[config.mk]
export PLATFORM = sky130hd
export DESIGN_NAME = dmem_arbiter
export DESIGN_NICKNAME = d
export VERILOG_FILES = /design/src/rtl/dmem_arb_pkg.sv /design/src/rtl/dmem_rr_pick.sv /design/src/rtl/dmem_arbiter.sv
export SDC_FILE = /design/constraint.sdc
export NUM_CORES = 1
export LEC_CHECK = 0
export BUFFER_PORTS_ARGS = -buffer_cell sky130_fd_sc_hd__buf_2
export CELL_PAD_IN_SITES_DETAIL_PLACEMENT = 1
export CELL_PAD_IN_SITES_GLOBAL_PLACEMENT = 1
export CORE_MARGIN = 2
export CORE_UTILIZATION = 30
export CTS_CLUSTER_DIAMETER = 150
export DETAILED_ROUTE_END_ITERATION = 10
export GPL_TIMING_DRIVEN = 1
export PLACE_DENSITY = 0.83
export SKIP_CTS_REPAIR_TIMING = 1
export SYNTH_ARGS = -nofsm -noshare
export SYNTH_HDL_FRONTEND = slang
export SYNTH_HIERARCHICAL = 1
export SYNTH_SLANG_ARGS = --single-unit
[constraint.sdc]
create_clock -name clk -period 3.8 [get_ports clk]
set_input_delay 0.57 -clock clk [delete_from_list [all_inputs] [get_ports clk]]
set_output_delay 0.57 -clock clk [all_outputs]
set_load 0.02 [all_outputs]
[src/rtl/dmem_arb_pkg.sv]
// dmem_arb_pkg: widths, memory depth, port ids and request record shared by the data-memory arbiter
package dmem_arb_pkg;
   localparam int ADDR_W   = 8;
   localparam int DATA_W   = 16;
   localparam int DEPTH    = 64;
   localparam int MAX_WAIT = 4;
   typedef enum logic {PORT_CPU = 1'b0, PORT_DBG = 1'b1} port_t;
   typedef struct packed {
      logic              we;
      logic [ADDR_W-1:0] addr;
      logic [DATA_W-1:0] wdata;
   } req_t;
endpackage

[src/rtl/dmem_rr_pick.sv]
// dmem_rr_pick: two-way grant pick from request vector, last winner and a debug override
module dmem_rr_pick
   import dmem_arb_pkg::*;
(
   input  logic [1:0] req,
   input  port_t      lastWin,
   input  logic       forceDbg,
   output logic [1:0] gnt
);
   logic cpuWin;
   // CPU yields under contention when debug is forced or CPU won last; debug takes what CPU leaves
   always_comb begin
      cpuWin = req[0] & ~(req[1] & (forceDbg | (lastWin == PORT_CPU)));
      gnt    = {req[1] & ~cpuWin, cpuWin};
   end
endmodule

[src/rtl/dmem_arbiter.sv]
// dmem_arbiter: shares the 64x16 data memory port between CPU (port 0) and debug loader (port 1)
// Optional: DMEM_ARB_CPU_PRIO_EN gives the CPU fixed priority with a debug starvation limit.
module dmem_arbiter
   import dmem_arb_pkg::*;
(
   input  logic              clk,
   input  logic              reset_n,
   input  logic              cpu_req,
   input  logic              cpu_we,
   input  logic [ADDR_W-1:0] cpu_addr,
   input  logic [DATA_W-1:0] cpu_wdata,
   output logic              cpu_gnt,
   output logic              cpu_rvalid,
   output logic [DATA_W-1:0] cpu_rdata,
   output logic              cpu_err,
   input  logic              dbg_req,
   input  logic              dbg_we,
   input  logic [ADDR_W-1:0] dbg_addr,
   input  logic [DATA_W-1:0] dbg_wdata,
   output logic              dbg_gnt,
   output logic              dbg_rvalid,
   output logic [DATA_W-1:0] dbg_rdata,
   output logic              dbg_err,
   output logic              mem_we,
   output logic              mem_re,
   output logic [ADDR_W-1:0] mem_addr,
   output logic [DATA_W-1:0] mem_wdata,
   input  logic [DATA_W-1:0] mem_rdata
);
   req_t              cpuReq, dbgReq, selReq;
   logic [1:0]        reqV, gnt;
   logic              anyGnt, oor, isRead;
   logic [DATA_W-1:0] rdNext;

   assign cpuReq = '{cpu_we, cpu_addr, cpu_wdata};
   assign dbgReq = '{dbg_we, dbg_addr, dbg_wdata};
   // requests seen during reset must not produce a grant
   assign reqV   = {dbg_req, cpu_req} & {2{reset_n}};

`ifdef DMEM_ARB_CPU_PRIO_EN
   localparam int CW = $clog2(MAX_WAIT + 1);
   localparam logic [CW-1:0] WAIT_LIM = CW'(MAX_WAIT);
   logic [CW-1:0] waitCnt;
   logic          forceDbg;
   assign forceDbg = (waitCnt == WAIT_LIM);
   // count cycles debug waits ungranted; a debug grant or a dropped request clears it
   always_ff @(posedge clk or negedge reset_n)
      if (!reset_n) waitCnt <= '0;
      else if (!dbg_req || gnt[1]) waitCnt <= '0;
      else if (!forceDbg) waitCnt <= waitCnt + 1'b1;
   dmem_rr_pick uPick (.req(reqV), .lastWin(PORT_DBG), .forceDbg(forceDbg), .gnt(gnt));
`else
   port_t lastWin;
   // round-robin pointer follows the latest winner; idle cycles leave it alone
   always_ff @(posedge clk or negedge reset_n)
      if (!reset_n) lastWin <= PORT_CPU;
      else if (gnt[1]) lastWin <= PORT_DBG;
      else if (gnt[0]) lastWin <= PORT_CPU;
   dmem_rr_pick uPick (.req(reqV), .lastWin(lastWin), .forceDbg(1'b0), .gnt(gnt));
`endif

   assign selReq  = gnt[1] ? dbgReq : cpuReq;
   assign anyGnt  = |gnt;
   assign oor     = selReq.addr >= ADDR_W'(DEPTH);
   assign isRead  = ~selReq.we;
   assign rdNext  = oor ? '0 : mem_rdata;
   assign cpu_gnt = gnt[0];
   assign dbg_gnt = gnt[1];

   // drive the memory only for a granted in-range access; idle bus is all zero
   always_comb begin
      mem_we    = anyGnt & selReq.we & ~oor;
      mem_re    = anyGnt & isRead & ~oor;
      mem_addr  = anyGnt ? selReq.addr : '0;
      mem_wdata = anyGnt ? selReq.wdata : '0;
   end

   // one-cycle response pipeline; read data holds until the port's next read response
   always_ff @(posedge clk or negedge reset_n)
      if (!reset_n) begin
         cpu_rvalid <= 1'b0;
         cpu_err    <= 1'b0;
         cpu_rdata  <= '0;
         dbg_rvalid <= 1'b0;
         dbg_err    <= 1'b0;
         dbg_rdata  <= '0;
      end else begin
         cpu_rvalid <= gnt[0] & isRead;
         cpu_err    <= gnt[0] & oor;
         dbg_rvalid <= gnt[1] & isRead;
         dbg_err    <= gnt[1] & oor;
         if (gnt[0] & isRead) cpu_rdata <= rdNext;
         if (gnt[1] & isRead) dbg_rdata <= rdNext;
      end
endmodule
* Word level (Yosys, flattened, before mapping)
Cells that the tools add are included.
** Storage, ports and cells
- Register bits after elaboration :: 37
- Word-level logic and storage cells :: 33
** Cells by class
- $lt $le $gt $ge :: 1
- Multiplexer cells :: 6
- Reductions and logical operators :: 2
- Bitwise logic cells :: 17
** Operators by type and width (count)
- 16-bit two-way mux :: 2
- 25-bit two-way mux :: 1
- 1-bit bitwise AND :: 11
- 8-bit by 7-bit greater-or-equal comparator with 1-bit output (second input constant) :: 1
- 8-bit two-way mux :: 1
- 1-bit inverter :: 5
- 2-bit bitwise AND :: 1
- 1-bit two-way mux :: 2
- 2-bit nonzero test :: 1
- 2-bit OR reduction :: 1

* Logic depth before layout (Yosys ltp)
Gate-level depths: netlist of the first run.
- Word-level depth :: 10
- Mapped depth :: 9
- Depth with buffers taken out :: 7

* Hierarchy
The synthesis of the first run kept the hierarchy.
** By module, submodules not included
- dmem_arbiter :: seq. area each 925.9 µm², cells an instance 179, area each 1800.5 µm², instances 1
- dmem_rr_pick :: seq. area each 0.0 µm², cells an instance 5, area each 37.5 µm², instances 1

* Worst setup path before layout of the first run
No wires, ideal clock.
- Path type :: input to output
- From :: in cpu_req
- To :: out mem_we
- Path buffers :: 2
- Arrival :: 1.929 ns
- Cell stages on the path :: 7
- Setup slack :: 1.301 ns
- Cells stage by stage :: and2_1 > inv_1 > o21a_1 > buf_4 > nand2_2 > buf_2 > a21oi_1
** Between the ends
- Longest elaborated chain between the ends :: 8
- Elaborated cells between the ends (all ways) :: 10
- Classes of those cells :: order compare (1); mux (1); bitwise (7); reduce/logical (1)
** RTL lines
- start, declared :: RTL line dmem_arbiter.sv:8 : input logic cpu_req,
- 2-bit bitwise AND (*) :: RTL line dmem_arbiter.sv:38 : assign reqV = {dbg_req, cpu_req} & {2{reset_n}};
- 1-bit bitwise AND (*) :: RTL line dmem_rr_pick.sv:13 : cpuWin = req[0] & ~(req[1] & (forceDbg | (lastWin == PORT_CPU)));
- 1-bit inverter (*) :: RTL line dmem_rr_pick.sv:14 : gnt = {req[1] & ~cpuWin, cpuWin};
- 1-bit bitwise AND (*) :: RTL line dmem_rr_pick.sv:14
- via dbg_gnt :: RTL line dmem_arbiter.sv:20 : output logic dbg_gnt,
- 25-bit two-way mux :: RTL line dmem_arbiter.sv:62 : assign selReq = gnt[1] ? dbgReq : cpuReq;
- 8-bit by 7-bit greater-or-equal comparator with 1-bit output :: RTL line dmem_arbiter.sv:64 : assign oor = selReq.addr >= ADDR_W'(DEPTH);
- 1-bit inverter :: RTL line dmem_arbiter.sv:72 : mem_we = anyGnt & selReq.we & ~oor;
- 1-bit bitwise AND (*) :: RTL line dmem_arbiter.sv:72
- end, declared :: RTL line dmem_arbiter.sv:24 : output logic mem_we,
The timed path passes the listed nets; every way through them passes the cells marked *.

* Worst setup path in the final report of the first run
- From :: in reset_n
- To :: out mem_wdata[13]
** Between the ends
- Elaborated cells between the ends (all ways) :: 9
- Classes of those cells :: mux (2); bitwise (6); reduce/logical (1)
** RTL lines
- start, declared :: RTL line dmem_arbiter.sv:7 : input logic reset_n,
- 2-bit bitwise AND (*) :: RTL line dmem_arbiter.sv:38
- via reqV[0] :: RTL line dmem_arbiter.sv:31 : logic [1:0] reqV, gnt;
- 1-bit bitwise AND (*) :: RTL line dmem_rr_pick.sv:13
- 1-bit inverter :: RTL line dmem_rr_pick.sv:14
- 1-bit bitwise AND :: RTL line dmem_rr_pick.sv:14
- 25-bit two-way mux or 2-bit OR reduction (tied branches) :: RTL line dmem_arbiter.sv:62, dmem_arbiter.sv:63
- 16-bit two-way mux (*) :: RTL line dmem_arbiter.sv:75 : mem_wdata = anyGnt ? selReq.wdata : '0;
- end, declared :: RTL line dmem_arbiter.sv:27 : output logic [DATA_W-1:0] mem_wdata,
Marked as above.

==> results of run 1 <==
sequential cells by signal, summed over array words and instances (netlist names):
register / flops
cpu_rdata: 16
lastWin: 1
dbg_err: 1
dbg_rdata: 16
cpu_rvalid: 1
dbg_rvalid: 1
cpu_err: 1
where the power goes:
part | internal (mW) | switching [mW]
registers | 0.443 | 0.0283
clock network | 0.213 | 0.141
logic | 0.122 | 0.203
total | 0.779 | 0.373
stage by stage:
| step | cell area [um^2] | util | hold slack, ns | setup WS, ns | std cells |
|---|---|---|---|---|---|
| 3_3_place_gp | 2540 | 0.430 | 0.385 | 0.997 | 379 |
| 4_1_cts | 2660 | 0.450 | 0.0839 | 0.931 | 387 |
| 5_1_grt | 2660 | 0.450 | 0.0778 | 0.787 | 387 |
| 2_1_floorplan | 1840 | - | 0.274 | 1.30 | 184 |
| 3_5_place_dp | 2540 | 0.430 | 0.391 | 0.929 | 379 |
| 6_report | 2660 | 0.450 | 0.0959 | 0.958 | 387 |
synth_stat cells (2+ instances only):
library cell	number
dfrtp_1	37
buf_6	2
nand4_1	16
a22o_1	24
and2_1	3
o21ai_0	16
inv_1	3
clkbuf_1	5
nand2b_1	3
nand2_1	33
buf_4	3
a21oi_1	3
o2bb2ai_1	16
o21a_1	2
buf_2	9
critical path: stages:
cell     delay, ns
buf_2         0.15
and2_1        0.14
inv_1         0.06
o21a_1        0.27
nor2b_2       0.47
buf_4         0.29
a22o_1        0.15
buf_2         0.16
worst min-delay path by stage:
stage,startpoint,to,slack [ns],cells after the start
floorplan,reset_n,cpu_err,0.27,0
global placement,reset_n,lastWin,0.39,1
detailed placement,reset_n,lastWin,0.39,1
CTS,reset_n,lastWin,0.08,1
global route,reset_n,dbg_err,0.08,1
finish,reset_n,lastWin,0.1,1
area by class of cell:
class | count | area (um^2)
Sequential cell | 37 | 926
Multi-Input combinational cell | 124 | 798
Inverter | 4 | 15.0
Clock buffer | 6 | 82.6
Timing Repair Buffer | 139 | 711
Tap cell | 75 | 93.8
Clock inverter | 2 | 37.5
Fill cell | 737 | 3260
logic make-up after synthesis:
kind of cell / synth area share
and+or+nand+nor: 0.168
DFF: 0.504
buffers and inverters: 0.0674
AOI/OAI and AO/OA: 0.259
other: 0.00204
routing by layer:
metal | GRT usage | routed length (um) | up-vias
li1 | - | - | 921
met1 | 0.221 | 2580 | 967
met2 | 0.351 | 3370 | 95
met3 | 0.0522 | 746 | 4
met4 | 0.0500 | 46 | 0
met5 | 0 | 0 | -
cell usage in the layout, fill, tap and decap left out, drive strengths merged:
master,instances
dfrtp,37
o21bai,1
clkinvlp,1
o21ai,16
inv,4
a22o,24
o21a,2
nand3,1
a21oi,3
clkbuf,6
o2bb2ai,16
nor2,1
nand2b,4
a21o,1
nor2b,1
bufinv,1
and2,3
nand2,34
buf,139
conb,1
nand4,16
==> run_results.csv, run 1 <==
group,metric,value,unit
synthesis,netlist-cell-type-count,24,
critical_path,reg2reg_to,"cpu_rdata[10]",
critical_path,r2r-start,"lastWin",
sta,maxSlewHeadroom,0.485,
grt,grt_pass1_vias,2049,
floorplan,start_util,0.310,
clock_network,cts-root-buf,"clkbuf_8",
critical_path,worst-setup-path-type,"input pin to output port",
sta,clock.fmax,0.352,GHz
pwr,p_leak,1.43,nW
synthesis,ys_seq_area_frac,0.504,
grt,antenna_found_initial,0,
clock_network,cts_tree,"done",
synthesis,yosysWarnings,6,
critical_path,startpoint,"reset_n",
clock_network,cts.sinks,37,
synthesis,syn_inst,184,
floorplan,pin_count,134,
critical_path,cp_max_fo,14,
min_path,hold_class,"input pin to async pin",
detailed_routing,wl,6.74,mm
floorplan,num_rows,28,
detailed_routing,vias_per_cell,5.13,
sta,fin_crit,2.84,ns
sta,fin_skew,0.00521,ns
outcome,outcome,"completed",
clock_network,htreeDepth,2,
clock_network,clkTransAtPathRegs,0.07,ns
floorplan,fp.dieArea,6770,um^2
final_layout,layout-drive-gt1-share,0.494,
critical_path,r2r_cells,5,
placed_design,place.detailed.hpwl,5.09,mm
floorplan,fp.dieW,82.3,um
synthesis,yosysTopAreaCell,"dfrtp_1",
pwr,power_per_cell_area,432,nW/um^2
grt,grt_max_degree,36,
grt,grt.total_usage,0.193,
sta,finalSetupTns,0,ns
detailed_routing,drtIter0Drc,63,
detailed_routing,ant_nets,0,
floorplan,coreArea,5920,um^2
flow_run,drv_cap,0,
sta,rsz0062_at_grt,"false",
placed_design,gp_congestion,0.765,
critical_path,cp.arrival,2.27,ns
sta,finalMaxSlewViolations,0,
detailed_routing,wire_per_inst,17.4,um
synthesis,synthFlopType,"dfrtp_1",
synthesis,ys_top_cells_by_area,"dfrtp_1, a22o_1, o2bb2ai_1",
detailed_routing,drc,0,
final_layout,diodes,0,
sta,hold_violations,0,
final_layout,area_growth,44.9,%
detailed_routing,num_vias,1987,
clock_network,clk_path_buf_depth,2,
critical_path,cp-endpoint,"mem_wdata[13]",
sta,tightest_slew,0.773,ns
grt,grt_pass1_wl,9.89,mm
synthesis,async_flop_share,1.00,
sta,setup_viol_count_final,0,
placed_design,port_buffers,133,
detailed_routing,first_pass_iters,4,
sta,min_period_over_period,0.748,
synthesis,ys_seq_elements,37,
synthesis,synth_edf_count,0,
grt,grt_overflow_total,0,
synthesis,syn-cell-area,1840,um^2
clock_network,clk_latency,0.28,ns
synthesis,avgSynthCellArea,9.99,um^2
pwr,vdd_drop_max,0.000310,V
critical_path,required,3.23,ns
critical_path,end_kind,"output port",
pwr,power,1.15,mW
critical_path,start_kind,"input pin",
synthesis,synth_top_area_share,0.504,
critical_path,ff2ff_setup_slack,1.70,ns
final_layout,layout.nets,381,
clock_network,cts_made_buffers,5,
floorplan,die_h,82.3,um
synthesis,synth_fp_nets,254,
(Power assumes the default switching activity.)
==> run 2: changes to the inputs <==
CORE_UTILIZATION = 28   (was 30)
PLACE_DENSITY = 0.78   (was 0.83)
clock period = 2.9 ns   (was 3.8 ns; I/O delays follow)
==> run 2 against run 1 <==
Against the previous run: clock skew is 0.0030 ns higher; largest power group unchanged; sequential share of layout area is 0.37 points lower; critical path depth grew 1; via count decreased by 5.0%; critical endpoint is now mem_we; setup slack got worse by 0.45 ns; sequential power rose by 31%; hold slack improved by 0.14 ns; total power up 36%; die area up 6.8%; final cell count up 1.0%.
==> run_results.csv, run 2 (synthesis results as in run 1) <==
group,metric,value,unit
outcome,outcome,"completed",
pwr,combPwrFrac,0.274,
detailed_routing,wire_per_inst,17.1,um
sta,hold_violations,0,
flow_run,drv_cap,0,
final_layout,final_cell_mix,"buf_2, dfrtp_1, nand2_1, a22o_1",
sta,fin_crit,2.39,ns
grt,antenna_found_initial,0,
detailed_routing,first_pass_iters,4,
placed_design,gp_congestion,0.817,
clock_network,clk_latency,0.29,ns
placed_design,place.detailed.hpwl,5.28,mm
critical_path,cp_max_fo,26,
sta,fin_skew,0.00820,ns
sta,min_period_over_period,0.824,
pwr,switchingPower,482,uW
sta,setup_viol_count_final,0,
critical_path,worst-setup-path-type,"input pin to output port",
final_layout,finish.instance_area,2690,um^2
sta,rsz0062_at_grt,"false",
pwr,switching_share,0.308,
pwr,vdd_drop_max,0.000269,V
floorplan,coreArea,6350,um^2
final_layout,diodes,0,
placed_design,place_ws,0.503,ns
pwr,power_per_cell_area,581,nW/um^2
min_path,hold_class,"input pin to async pin",
clock_network,cts.sinks,37,
final_layout,area_growth,46.5,%
pwr,p_leak,1.45,nW
detailed_routing,wl,6.67,mm
floorplan,die_h,85.0,um
critical_path,required,2.47,ns
pwr,power_frac_seq,0.393,
placed_design,dp.cells,383,
pwr,clkPwrFrac,0.333,
final_layout,layout.nets,383,
pwr,intPower,1.08,mW
sta,clock.fmax,0.418,GHz
final_layout,final_common_cell,"buf_2",
grt,grt_max_degree,38,
clock_network,cts_made_buffers,5,
detailed_routing,drtIter0Drc,102,
detailed_routing,vias_per_cell,4.83,
placed_design,dpl_cell_area,2560,um^2
clock_network,cts-root-buf,"clkbuf_8",
floorplan,fp.dieArea,7230,um^2
critical_path,cp.arrival,1.95,ns
final_layout,reg_top3,"cpu_rdata: 16 flops, dbg_rdata: 16 flops",
clock_network,clk_path_buf_depth,2,
clock_network,htreeDepth,2,
critical_path,end_kind,"output port",
clock_network,clkTransAtPathRegs,0.08,ns
sta,finalSetupTns,0,ns
grt,grt.total_usage,0.180,
detailed_routing,num_vias,1888,
sta,setup_slack,0.510,ns
final_layout,fin_cells,391,
grt,grt_overflow_total,0,
floorplan,start_util,0.289,
detailed_routing,drc,0,
sta,finalMaxSlewViolations,0,
clock_network,cts_tree,"done",
grt,grt_pass1_vias,1914,
floorplan,fp.dieW,85.0,um
final_layout,layout-drive-gt1-share,0.494,
critical_path,start_kind,"input pin",
floorplan,num_rows,29,
detailed_routing,ant_nets,0,
floorplan,pin_count,134,
grt,grt_pass1_wl,10.2,mm
placed_design,port_buffers,133,
run 2: cell types whose count changed in the layout (fill, tap and decap cells not counted):
cell / previous run / this run
nor2b_2: 1 / 0
clkbuf_8: 6 / 5
buf_4: 6 / 8
clkinv_2: 0 / 1
clkinvlp_4: 1 / 0
bufinv_16: 1 / 2
nor2b_1: 0 / 1
run 2: path summary, 6_finish.rpt:
path	to	cells past startpoint	slack, ns	start
max reg2reg	dbg_rdata[0]	7	0.99	lastWin
max in group asynchronous	dbg_rdata[7]	2	2.33	reset_n
min	cpu_rdata[10]	2	0.24	reset_n
min in group clk	dbg_rdata[14]	3	0.39	mem_rdata[14]
min reg2reg	dbg_rdata[7]	2	0.48	dbg_rdata[7]
max	mem_we	9	0.51	reset_n
run 2: per-layer routing:
metal	share of wire	GRT usage	routed length, um
met5	0	0	0
met4	0.0090	0.0519	60
met3	0.031	0.0340	209
met1	0.43	0.232	2880
met2	0.53	0.308	3520
run 2: power by group through the flow:
| stage | Sequential [mW] | Clock (mW) | Combinational (mW) |
|---|---|---|---|
| after floorplan | 0.704 | 0 | 0.165 |
| after global placement | 0.624 | 0 | 0.426 |
| after detailed placement | 0.627 | 0 | 0.432 |
| after CTS | 0.617 | 0.537 | 0.434 |
| after global routing | 0.625 | 0.554 | 0.463 |
| final | 0.616 | 0.521 | 0.428 |
run 2: area by class of cell:
type	count	area [um^2]
repair buffers	141	726
fillers	770	3660
well taps	77	96.3
inverters	4	15.0
clock buffers	5	68.8
clock inverters	3	65.1
flip-flops and latches	37	926
multi-input cells	124	796
run 2: worst max-delay path, cell delays in order:
cell and delay [ns]:
buf_2 0.11, and2_1 0.15, inv_1 0.07, o21a_1 0.31, nor2b_1 0.16, buf_4 0.30
nand2_1 0.09, a21oi_1 0.15, buf_2 0.18
run 2: per-stage QoR:
| stage | hold WS [ns] | util | total power, mW |
|---|---|---|---|
| 6_report | 0.239 | 0.424 | 1.57 |
| 5_1_grt | 0.271 | 0.424 | 1.64 |
| 4_1_cts | 0.253 | 0.424 | 1.59 |
| 3_5_place_dp | 0.467 | 0.403 | 1.06 |
| 3_3_place_gp | 0.462 | 0.403 | 1.05 |
| 2_1_floorplan | 0.139 | - | 0.869 |
